**src/rtl/writeback_queue_pkg.sv**
```systemverilog
// rtl/writeback_queue_pkg.sv - shared widths and queue entry type for the writeback queue
package writeback_queue_pkg;
    localparam int REG_IDX_W = 5;
    localparam int DATA_W    = 32;

    typedef struct packed {
        logic [REG_IDX_W-1:0] ridx;
        logic [DATA_W-1:0]    data;
    } wb_entry_t;
endpackage

```
**src/rtl/writeback_queue_if.sv**
```systemverilog
// rtl/writeback_queue_if.sv - producer, register-file write and bypass lookup signals of the writeback queue
interface writeback_queue_if;
    import writeback_queue_pkg::*;

    logic                 in_valid;
    logic                 in_ready;
    logic [REG_IDX_W-1:0] in_reg;
    logic [DATA_W-1:0]    in_data;
    logic                 wr_stall;
    logic                 EnableWrite;
    logic [REG_IDX_W-1:0] write_reg;
    logic [DATA_W-1:0]    write_data;
    logic [REG_IDX_W-1:0] lk_reg1, lk_reg2, lk_reg3;
    logic                 lk_hit1, lk_hit2, lk_hit3;
    logic [DATA_W-1:0]    lk_data1, lk_data2, lk_data3;

    modport master (
        output in_valid, in_reg, in_data, wr_stall, lk_reg1, lk_reg2, lk_reg3,
        input  in_ready, EnableWrite, write_reg, write_data,
        input  lk_hit1, lk_hit2, lk_hit3, lk_data1, lk_data2, lk_data3
    );

    modport slave (
        input  in_valid, in_reg, in_data, wr_stall, lk_reg1, lk_reg2, lk_reg3,
        output in_ready, EnableWrite, write_reg, write_data,
        output lk_hit1, lk_hit2, lk_hit3, lk_data1, lk_data2, lk_data3
    );
endinterface

```
**src/rtl/wbq_lookup.sv**
```systemverilog
// rtl/wbq_lookup.sv - youngest-match search of the queued entries for one bypass lookup port
module wbq_lookup
    import writeback_queue_pkg::*;
#(
    parameter int DEPTH = 4
) (
    input  wb_entry_t                  entries [DEPTH],
    input  logic [DEPTH-1:0]           valid,
    input  logic [$clog2(DEPTH)-1:0]   rd_ptr,
    input  logic [REG_IDX_W-1:0]       lk_reg,
    output logic                       hit,
    output logic [DATA_W-1:0]          data
);
    localparam int PTR_W = $clog2(DEPTH);

    logic [PTR_W-1:0] idx;

    // Walk from oldest to youngest so the last match seen is the youngest one.
    always_comb begin
        hit  = 1'b0;
        data = '0;
        idx  = '0;
        for (int i = 0; i < DEPTH; i++) begin
            idx = rd_ptr + PTR_W'(i);
            if (valid[idx] && (lk_reg != '0) && (entries[idx].ridx == lk_reg)) begin
                hit  = 1'b1;
                data = entries[idx].data;
            end
        end
    end
endmodule

```
**src/rtl/writeback_queue.sv**
```systemverilog
// rtl/writeback_queue.sv - in-order writeback FIFO draining into the register-file write port
// Optional bypass lookups are compiled in when WBQ_BYPASS_EN is defined.
module writeback_queue
    import writeback_queue_pkg::*;
#(
    parameter int DEPTH = 4
) (
    input  logic              clk,
    input  logic              rst_n,
    writeback_queue_if.slave  bus
);
    localparam int PTR_W = $clog2(DEPTH);
    localparam int CNT_W = PTR_W + 1;

    wb_entry_t        mem_q [DEPTH];
    wb_entry_t        mem_d [DEPTH];
    logic [DEPTH-1:0] valid_q, valid_d;
    logic [PTR_W-1:0] wr_ptr_q, wr_ptr_d;
    logic [PTR_W-1:0] rd_ptr_q, rd_ptr_d;
    logic [CNT_W-1:0] count_q, count_d;
    logic             push, enq, pop, not_empty;
    wb_entry_t        head;

    assign head      = mem_q[rd_ptr_q];
    assign not_empty = (count_q != '0);
    // Gated by rst_n so the producer sees no space while reset is held.
    assign bus.in_ready    = rst_n && (count_q < CNT_W'(DEPTH));
    assign pop             = not_empty && !bus.wr_stall;
    assign bus.EnableWrite = pop;
    assign bus.write_reg   = not_empty ? head.ridx : '0;
    assign bus.write_data  = not_empty ? head.data : '0;

    assign push = bus.in_valid && bus.in_ready;
    assign enq  = push && (bus.in_reg != '0);

    always_comb begin
        mem_d    = mem_q;
        valid_d  = valid_q;
        wr_ptr_d = wr_ptr_q;
        rd_ptr_d = rd_ptr_q;
        if (enq) begin
            mem_d[wr_ptr_q]   = '{ridx: bus.in_reg, data: bus.in_data};
            valid_d[wr_ptr_q] = 1'b1;
            wr_ptr_d          = wr_ptr_q + PTR_W'(1);
        end
        if (pop) begin
            valid_d[rd_ptr_q] = 1'b0;
            rd_ptr_d          = rd_ptr_q + PTR_W'(1);
        end
        count_d = count_q + CNT_W'(enq) - CNT_W'(pop);
    end

    always_ff @(posedge clk or negedge rst_n) begin
        if (!rst_n) begin
            valid_q  <= '0;
            wr_ptr_q <= '0;
            rd_ptr_q <= '0;
            count_q  <= '0;
        end else begin
            valid_q  <= valid_d;
            wr_ptr_q <= wr_ptr_d;
            rd_ptr_q <= rd_ptr_d;
            count_q  <= count_d;
        end
    end

    // Payload storage needs no reset; the valid bits and count qualify it.
    always_ff @(posedge clk) begin
        mem_q <= mem_d;
    end

`ifdef WBQ_BYPASS_EN
    wbq_lookup #(.DEPTH(DEPTH)) u_lookup1 (
        .entries(mem_q), .valid(valid_q), .rd_ptr(rd_ptr_q),
        .lk_reg(bus.lk_reg1), .hit(bus.lk_hit1), .data(bus.lk_data1)
    );
    wbq_lookup #(.DEPTH(DEPTH)) u_lookup2 (
        .entries(mem_q), .valid(valid_q), .rd_ptr(rd_ptr_q),
        .lk_reg(bus.lk_reg2), .hit(bus.lk_hit2), .data(bus.lk_data2)
    );
    wbq_lookup #(.DEPTH(DEPTH)) u_lookup3 (
        .entries(mem_q), .valid(valid_q), .rd_ptr(rd_ptr_q),
        .lk_reg(bus.lk_reg3), .hit(bus.lk_hit3), .data(bus.lk_data3)
    );
`else
    logic unused_lk;
    assign unused_lk    = ^{bus.lk_reg1, bus.lk_reg2, bus.lk_reg3};
    assign bus.lk_hit1  = 1'b0;
    assign bus.lk_hit2  = 1'b0;
    assign bus.lk_hit3  = 1'b0;
    assign bus.lk_data1 = '0;
    assign bus.lk_data2 = '0;
    assign bus.lk_data3 = '0;
`endif
endmodule
```
**src/flat_wrapper.sv**
```systemverilog
// flat-port wrapper written by rule: the top's interface ports become plain ports
module writeback_queue_flat import writeback_queue_pkg::*;
#(
    parameter int DEPTH = 4
)
  (clk, rst_n, bus_in_valid, bus_in_reg, bus_in_data, bus_wr_stall, bus_lk_reg1, bus_lk_reg2, bus_lk_reg3, bus_in_ready, bus_EnableWrite, bus_write_reg, bus_write_data, bus_lk_hit1, bus_lk_hit2, bus_lk_hit3, bus_lk_data1, bus_lk_data2, bus_lk_data3);
  writeback_queue_if bus_i ();
  input  logic clk;
  input  logic rst_n;
  input wire logic [$bits(bus_i.in_valid)-1:0] bus_in_valid;
  input wire logic [$bits(bus_i.in_reg)-1:0] bus_in_reg;
  input wire logic [$bits(bus_i.in_data)-1:0] bus_in_data;
  input wire logic [$bits(bus_i.wr_stall)-1:0] bus_wr_stall;
  input wire logic [$bits(bus_i.lk_reg1)-1:0] bus_lk_reg1;
  input wire logic [$bits(bus_i.lk_reg2)-1:0] bus_lk_reg2;
  input wire logic [$bits(bus_i.lk_reg3)-1:0] bus_lk_reg3;
  output wire logic [$bits(bus_i.in_ready)-1:0] bus_in_ready;
  output wire logic [$bits(bus_i.EnableWrite)-1:0] bus_EnableWrite;
  output wire logic [$bits(bus_i.write_reg)-1:0] bus_write_reg;
  output wire logic [$bits(bus_i.write_data)-1:0] bus_write_data;
  output wire logic [$bits(bus_i.lk_hit1)-1:0] bus_lk_hit1;
  output wire logic [$bits(bus_i.lk_hit2)-1:0] bus_lk_hit2;
  output wire logic [$bits(bus_i.lk_hit3)-1:0] bus_lk_hit3;
  output wire logic [$bits(bus_i.lk_data1)-1:0] bus_lk_data1;
  output wire logic [$bits(bus_i.lk_data2)-1:0] bus_lk_data2;
  output wire logic [$bits(bus_i.lk_data3)-1:0] bus_lk_data3;
  assign bus_i.in_valid = bus_in_valid;
  assign bus_i.in_reg = bus_in_reg;
  assign bus_i.in_data = bus_in_data;
  assign bus_i.wr_stall = bus_wr_stall;
  assign bus_i.lk_reg1 = bus_lk_reg1;
  assign bus_i.lk_reg2 = bus_lk_reg2;
  assign bus_i.lk_reg3 = bus_lk_reg3;
  assign bus_in_ready = bus_i.in_ready;
  assign bus_EnableWrite = bus_i.EnableWrite;
  assign bus_write_reg = bus_i.write_reg;
  assign bus_write_data = bus_i.write_data;
  assign bus_lk_hit1 = bus_i.lk_hit1;
  assign bus_lk_hit2 = bus_i.lk_hit2;
  assign bus_lk_hit3 = bus_i.lk_hit3;
  assign bus_lk_data1 = bus_i.lk_data1;
  assign bus_lk_data2 = bus_i.lk_data2;
  assign bus_lk_data3 = bus_i.lk_data3;
  writeback_queue #(.DEPTH(DEPTH)) u_core (.clk(clk), .rst_n(rst_n), .bus(bus_i));
endmodule
```
**config.mk**
```make
export PLATFORM = sky130hd
export DESIGN_NAME = writeback_queue_flat
export DESIGN_NICKNAME = d
export VERILOG_FILES = /design/src/rtl/writeback_queue_pkg.sv /design/src/rtl/writeback_queue_if.sv /design/src/rtl/wbq_lookup.sv /design/src/rtl/writeback_queue.sv /design/src/flat_wrapper.sv
export SDC_FILE = /design/constraint.sdc
export NUM_CORES = 1
export LEC_CHECK = 0
export BUFFER_PORTS_ARGS = -buffer_cell sky130_fd_sc_hd__buf_2
export CAP_MARGIN = 10
export CORE_MARGIN = 10
export CORE_UTILIZATION = 56
export CTS_CLUSTER_SIZE = 8
export DETAILED_ROUTE_END_ITERATION = 10
export PLACE_DENSITY_LB_ADDON = 0.05
export RECOVER_POWER = 100
export SLEW_MARGIN = 10
export SYNTH_ARGS = -nofsm -noshare
export SYNTH_HDL_FRONTEND = slang
export SYNTH_SLANG_ARGS = --single-unit
```
**constraint.sdc**
```tcl
create_clock -name clk -period 3.5 [get_ports clk]
set_input_delay 0.525 -clock clk [delete_from_list [all_inputs] [get_ports clk]]
set_output_delay 0.525 -clock clk [all_outputs]
set_load 0.01 [all_outputs]
```
==> run summary, run 1 <==
status = finished clean
CP required = 2.97 ns
gr ovfl total = 0
Max-slew headroom = 25.1%
pin count of the biggest net entering global routing = 39
Largest stage delay, worst path = 1.09 ns
H-tree levels = 4
Power Internal = 3.95 mW
multiplexer share of the synthesized area = 12.5%
adder-cell area share of the yosys netlist = 1.41%
RR Endpoint = u_core.mem_q[42]
Nets = 525
IO Pins = 194
Slew Limit Fails = 0
fin crit period = 3.00 ns
Synth Register Bits = 155
die extent in y = 130 um
VDD IR max = 0.397 mV
hold slack = 0.363 ns
reg2reg start = u_core.count_q[2]
Setup CP Type = flip-flop to output port
IO Port Bufs = 79
Clk pwr share = 29.3%
sequential share of power = 42.3%
RSZ-0062 raised after global routing = false
clk_lat worst skew = 0.41 ns
arrival time at the worst endpoint = 2.47 ns
Via Count = 3078
CTS tree = done
fraction of layout cells with a size suffix above 1 = 17.3%
clk buf depth = 2
Initial DRT Pass Iterations = 4
Switching Share = 29.9%
clk_skew = 0.00847 ns
crit-path max FO = 22
number of remaining DRC errors = 0
final period utilization = 85.6%
Mapped Cells = 370
DR vias/cell = 4.95
simple-gate share of the synthesized area = 4.29%
area growth from synthesis to layout = 9.37%
Comb power frac = 28.4%
DP Worst Slack = 0.923 ns
Worst Hold Path EP = u_core.mem_q[113]
Sw Pwr = 1.68 mW
Die X = 130 um
Mapped Area = 6760 um2
CP endpoint kind = output port
main combinational cell family by area after synthesis = multiplexers
Max-Cap Viols = 0
placed cell count = 589
Worst Reg2Reg Path Length in Cells = 4
clk root buf = clkbuf_16
slowest library cell on the worst path = dfrtp_1
synth top area cells = edfxtp_1, mux4_2, buf_4
worst slew pin tran = 1.12 ns
max frequency = 0.334 GHz
yosys warns = 0
row count = 40
post_cts resized = 0
Hold Path Depth = 1
pwr/cell area = 761 nW/um2
reg-to-reg slack, setup = 1.24 ns
worst setup margin = 0.504 ns
Pleak = 2.59 nW
XOR/XNOR Fraction of Synth Area = 0.648%
CP top delay family = flip-flops
remaining antenna violation count = 0
post-synthesis sequential area ratio = 68.3%
Netlist cell types = 21
fin cells = 622
drt wl/cell = 19.4 um
Starting Density = 56.8%
Total GRT Usage = 14.1%
Synth top area share = 65.7%
Hold Path Origin = bus_in_data[2]
CP Cell Sequence = buf_4 > mux4_2 > nor2b_1 > clkbuf_1
most frequent cells in the layout = edfxtp_1, conb_1, clkbuf_1
die area = 16900 um2
startpoint type of the worst setup path = flip-flop
dpl hpwl = 7780 um
Synth Area in Compound Gates = 0.315%
Layout fillers = 908
Final Hold Vio Count = 0
area leader, netlist = edfxtp_1
clk sinks = 155
FF/Latch Area = 4620 um2
Fin Setup TNS = 0 ns
final setup fails = 0
Mean Syn Cell Area = 18.3 um2
Post-Route WL = 12000 um
CORE AREA = 11900 um2
vias in the first global route = 3155
ANT cells = 0
Hold WC Path Type = input port to flip-flop
most common cell after layout, fill and taps aside = edfxtp_1
area of the multi-input gates = 1660 um2
first-pass GRT wire length = 17500 um
Inserted Clock Buffers = 17
DRT iter0 DRCs = 111
global placement routability congestion = 0.697
CP Buf/Inv Count = 2
initial antenna violation count = 0
clock slew at reported path FFs = 0.06 ns
## cell usage after synthesis
| library cell | instances |
|---|---|
| and2_2 | 4 |
| buf_2 | 4 |
| buf_4 | 101 |
| buf_6 | 2 |
| clkbuf_1 | 4 |
| conb_1 | 1 |
| dfrtp_1 | 7 |
| edfxtp_1 | 148 |
| fa_1 | 1 |
| ha_1 | 6 |
| inv_1 | 6 |
| mux2_4 | 1 |
| mux4_2 | 37 |
| nor2_1 | 1 |
| nor2b_1 | 38 |
| nor3_1 | 1 |
| nor3b_1 | 1 |
| o311a_4 | 1 |
| or3_1 | 1 |
| xnor2_1 | 3 |
| xor2_1 | 2 |
## worst max-delay path by stage
stage / from / end / slack (ns) / cells past startpoint
4_1_cts: u_core.rd_ptr_q[0] / bus_write_reg[2] / 0.63 / 4
6_report: u_core.rd_ptr_q[1] / bus_write_data[14] / 0.50 / 4
3_3_place_gp: rst_n / u_core.mem_q[48] / 0.94 / 5
5_1_grt: u_core.rd_ptr_q[0] / bus_write_data[1] / 0.32 / 4
3_5_place_dp: rst_n / u_core.mem_q[48] / 0.92 / 5
2_1_floorplan: u_core.count_q[1] / u_core.count_q[2] / 1.14 / 10
## logic make-up after synthesis
group,count (synthesis)
compound gates,1
xor+xnor,5
fa+ha+maj,7
buf+inv,117
flops,155
mux,38
other cells,1
simple gates,46
## power groups by stage
stage | combinational (mW) | clock, mW | sequential [mW]
floorplan | 1.33 | 0 | 2.29
global placement | 1.71 | 0 | 2.42
detailed placement | 1.72 | 0 | 2.43
CTS | 1.73 | 1.68 | 2.39
global route | 1.77 | 1.78 | 2.41
finish | 1.60 | 1.65 | 2.38
## through the flow
stage / utilization [%] / total power, mW / instance area, um2
after floorplan: - / 3.63 / 7130
after global placement: 58.4 / 4.13 / 6960
after detailed placement: 58.4 / 4.15 / 6960
after CTS: 63.0 / 5.80 / 7500
after global routing: 62.1 / 5.96 / 7390
final: 62.1 / 5.63 / 7390
## worst register-to-register path, stage by stage (launching register included)
cell and delay (ns):
dfrtp_1 0.41, nor2b_1 0.16, o311a_1 0.36, and2_2 0.66
buf_4 0.36
## registers in the layout, summed over array words and instances (netlist names)
register	count
u_core.mem_q	148
u_core.rd_ptr_q	2
u_core.count_q	3
u_core.wr_ptr_q	2
## metal layers
metal	part of all wire (%)	track usage, %
met3	11	5.68
met4	0.86	4.30
met2	51	25.1
met1	36	15.1
met5	0	0
## layout make-up
class                           instances  share of cell area (%)
Clock buffer                           20                    5.91
Tap cell                              147                    2.49
Timing Repair Buffer                   86                    4.98
Clock inverter                         12                    1.37
Sequential cell                       155                    62.5
Multi-Input combinational cell        196                    22.5
Inverter                                6                   0.305
## timing repair
action | 4_1_cts | 5_1_grt
hold buffers | 1 | 0
setup buffers | 0 | 0
endpoints found under the hold margin | 7 | 0
No activity file was read; power rests on OpenSTA's default activity.
==> run 2: changes to the inputs <==
ABC_AREA = 1   (was not set)
CORE_UTILIZATION = 57   (was 56)
GPL_TIMING_DRIVEN = 0   (was not set)
==> run 2 against run 1 <==
Against the previous run:
- core utilization grew 8.9 points
- sequential share of layout area fell by 12 points
- via count grew 66%
- highest routed layer unchanged
- power up 13%
- global-route usage up 4.2 points
- largest power group is now combinational logic
- synthesized cell count is 100% higher
- combinational power rose by 50%
- maximum frequency is 2.2% higher
- setup slack gained 0.065 ns
- cell area grew 23%
- sequential power decreased by 5%
==> run summary, run 2 <==
Pleak = 4.32 nW (+67%)
most frequent cells after synthesis = inv_1, nand2_1, edfxtp_1
post-synthesis sequential area ratio = 61.5% (-6.8 points)
CTS tree = done
max reg flops = 148 (unchanged)
CP required = 3.61 ns (+0.64 ns)
most numerous cell in the Yosys netlist = inv_1
Post-synth EDFFs = 148 (unchanged)
area growth from synthesis to layout = 20.8%
DP Worst Slack = 0.907 ns (-0.0158 ns)
Fin Setup TNS = 0 ns (unchanged)
Max-Cap Viols = 0 (unchanged)
Die X = 135 um (+3.8%)
Initial DRT Pass Iterations = 5 (+1)
number of remaining DRC errors = 0 (unchanged)
most frequent cells in the layout = inv_1, nand2_1, edfxtp_1
IO Port Bufs = 79 (unchanged)
Netlist cell types = 20 (-4.8%)
clk_lat worst skew = 0.41 ns (about the same)
ANT cells = 0 (unchanged)
synth top area cells = edfxtp_1, buf_4, inv_1
dpl hpwl = 11500 um (+48%)
Mean Syn Cell Area = 10.1 um2 (-45%)
reg-to-reg slack, setup = 1.21 ns (-0.03 ns)
Setup CP Type = input port to flip-flop
CP endpoint kind = flip-flop
Worst Hold Path EP = u_core.mem_q[115]
fin crit period = 2.93 ns (-0.0655 ns)
number of setup buffers added after CTS = 0 (unchanged)
DRT iter0 DRCs = 352 (+220%)
fraction of layout cells with a size suffix above 1 = 17.1% (-0.13 points)
clk buf depth = 2 (unchanged)
worst slew pin tran = 0.663 ns (-0.460 ns)
Synth Register Bits = 155 (unchanged)
remaining antenna violation count = 0 (unchanged)
yosys warns = 0 (unchanged)
global placement routability congestion = 0.763 (+9.5%)
clk sinks = 155 (unchanged)
Worst Reg2Reg Path Length in Cells = 6 (+2)
DR vias/cell = 4.52 (-8.6%)
max frequency = 0.341 GHz (+2.2%)
Synth top area share = 59.2% (-6.6 points)
pwr/cell area = 703 nW/um2 (-7.7%)
Via Count = 5104 (+66%)
Largest regs = u_core.mem_q (148), u_core.count_q (3)
startpoint type of the worst setup path = input port
final period utilization = 83.7% (-1.9 points)
most common cell after layout, fill and taps aside = inv_1
RSZ-0062 raised after global routing = false
Nets = 1007 (+92%)
row count = 41 (+2.5%)
post_cts resized = 0 (unchanged)
arrival time at the worst endpoint = 3.04 ns (+0.57 ns)
Final Hold Vio Count = 0 (unchanged)
Hold Path Origin = bus_in_data[4]
clock slew at reported path FFs = 0.06 ns (about the same)
Hold WC Path Type = input port to flip-flop
die extent in y = 135 um (+3.8%)
reg2reg start = u_core.count_q[2]
final setup fails = 0 (unchanged)
status = finished clean
initial antenna violation count = 0 (unchanged)
H-tree levels = 4 (unchanged)
crit-path max FO = 21 (-4.5%)
Inserted Clock Buffers = 17 (unchanged)
worst setup margin = 0.570 ns (+0.0655 ns)
Mapped Area = 7510 um2 (+11%)
CORE AREA = 12800 um2 (+7.2%)
IO Pins = 194 (unchanged)
Hold Path Depth = 1 (unchanged)
first-pass GRT wire length = 25900 um (+48%)
Mapped Cells = 743 (+100%)
die area = 18200 um2 (+7.7%)
RR Endpoint = u_core.mem_q[89]
Most flops, register = u_core.mem_q
clk root buf = clkbuf_16
hold-fix buffers at CTS = 1 (unchanged)
Util after Layout = 71.0% (+8.9 points)
pin count of the biggest net entering global routing = 26 (-33%)
gr ovfl total = 0 (unchanged)
VDD IR max = 0.436 mV (+9.9%)
vias in the first global route = 5199 (+65%)
Max-slew headroom = 55.7% (+31 points)
Synth Flop Type = edfxtp_1
Starting Density = 58.8% (+2.0 points)
area leader, netlist = edfxtp_1
Total GRT Usage = 18.3% (+4.2 points)
Synth async-reset ratio = 4.52% (unchanged)
clk_skew = 0.00947 ns (+0.00100 ns)
drt wl/cell = 14.9 um (-23%)
Post-Route WL = 16800 um (+40%)
Slew Limit Fails = 0 (unchanged)
[run 2: final cells by class]
| type | instances | area [um2] |
|---|---|---|
| sequential | 155 | 4620 |
| tap | 172 | 215 |
| inverter | 168 | 631 |
| buffer | 126 | 897 |
| clock buffer | 18 | 429 |
| multi-input combinational | 392 | 1750 |
| fill | 985 | 3700 |
| timing repair buffer | 84 | 398 |
| clock inverter | 14 | 130 |
[run 2: kinds of logic after synthesis]
| group | Yosys count | synth area share, % |
|---|---|---|
| AND/OR/NAND/NOR | 245 | 13.5 |
| AO/OA/AOI/OAI | 38 | 2.83 |
| XOR/XNOR | 3 | 0.350 |
| buffers and inverters | 294 | 20.5 |
| flip-flops | 155 | 61.5 |
| adder cells (fa/ha/maj) | 7 | 1.27 |
| other | 1 | 0.0499 |
[run 2: how the worst max path moves through the flow]
| stage | slack, ns | end | startpoint | cells after the start |
|---|---|---|---|---|
| floorplan | 0.61 | u_core.mem_q[0] | rst_n | 4 |
| global placement | -0.97 | u_core.mem_q[16] | rst_n | 5 |
| finish | 0.57 | u_core.mem_q[89] | rst_n | 7 |
| detailed placement | 0.91 | u_core.mem_q[90] | rst_n | 6 |
| CTS | 0.81 | u_core.mem_q[99] | rst_n | 7 |
| global route | 0.41 | u_core.mem_q[91] | rst_n | 7 |
[run 2: per-layer routing]
metal / track usage (%) / vias to the layer above / share of wire (%)
met2: 31.5 / 206 / 50
met1: 20.2 / 2356 / 41
met3: 6.49 / 20 / 7.8
met5: 0 / - / 0
li1: - / 2522 / -
met4: 7.26 / 0 / 1.3
[run 2: power by group]
group	total [mW]	internal (mW)	switching, mW
sequential	2.26	2.20	0.0554
clock	1.72	1.03	0.685
combinational	2.40	0.800	1.60
[run 2: critical path: stages]
cell	delay, ns
dlygate4sd3_1	0.52
clkbuf_1	0.40
nand2_1	0.17
nor2_1	0.19
nand2_1	0.32
nor2_4	0.62
buf_12	0.27
[run 2: metrics by stage]
step                      std cells  cell area [um2]  total power [mW]  hold WS [ns]
final                          1129             9070              6.38         0.360
after global routing           1129             9070              6.75         0.357
after CTS                      1129             9170              6.50         0.306
after detailed placement       1096             8600              4.79         0.383
after global placement         1092             8490              4.69         0.372
after floorplan                 841             7880              3.86         0.229
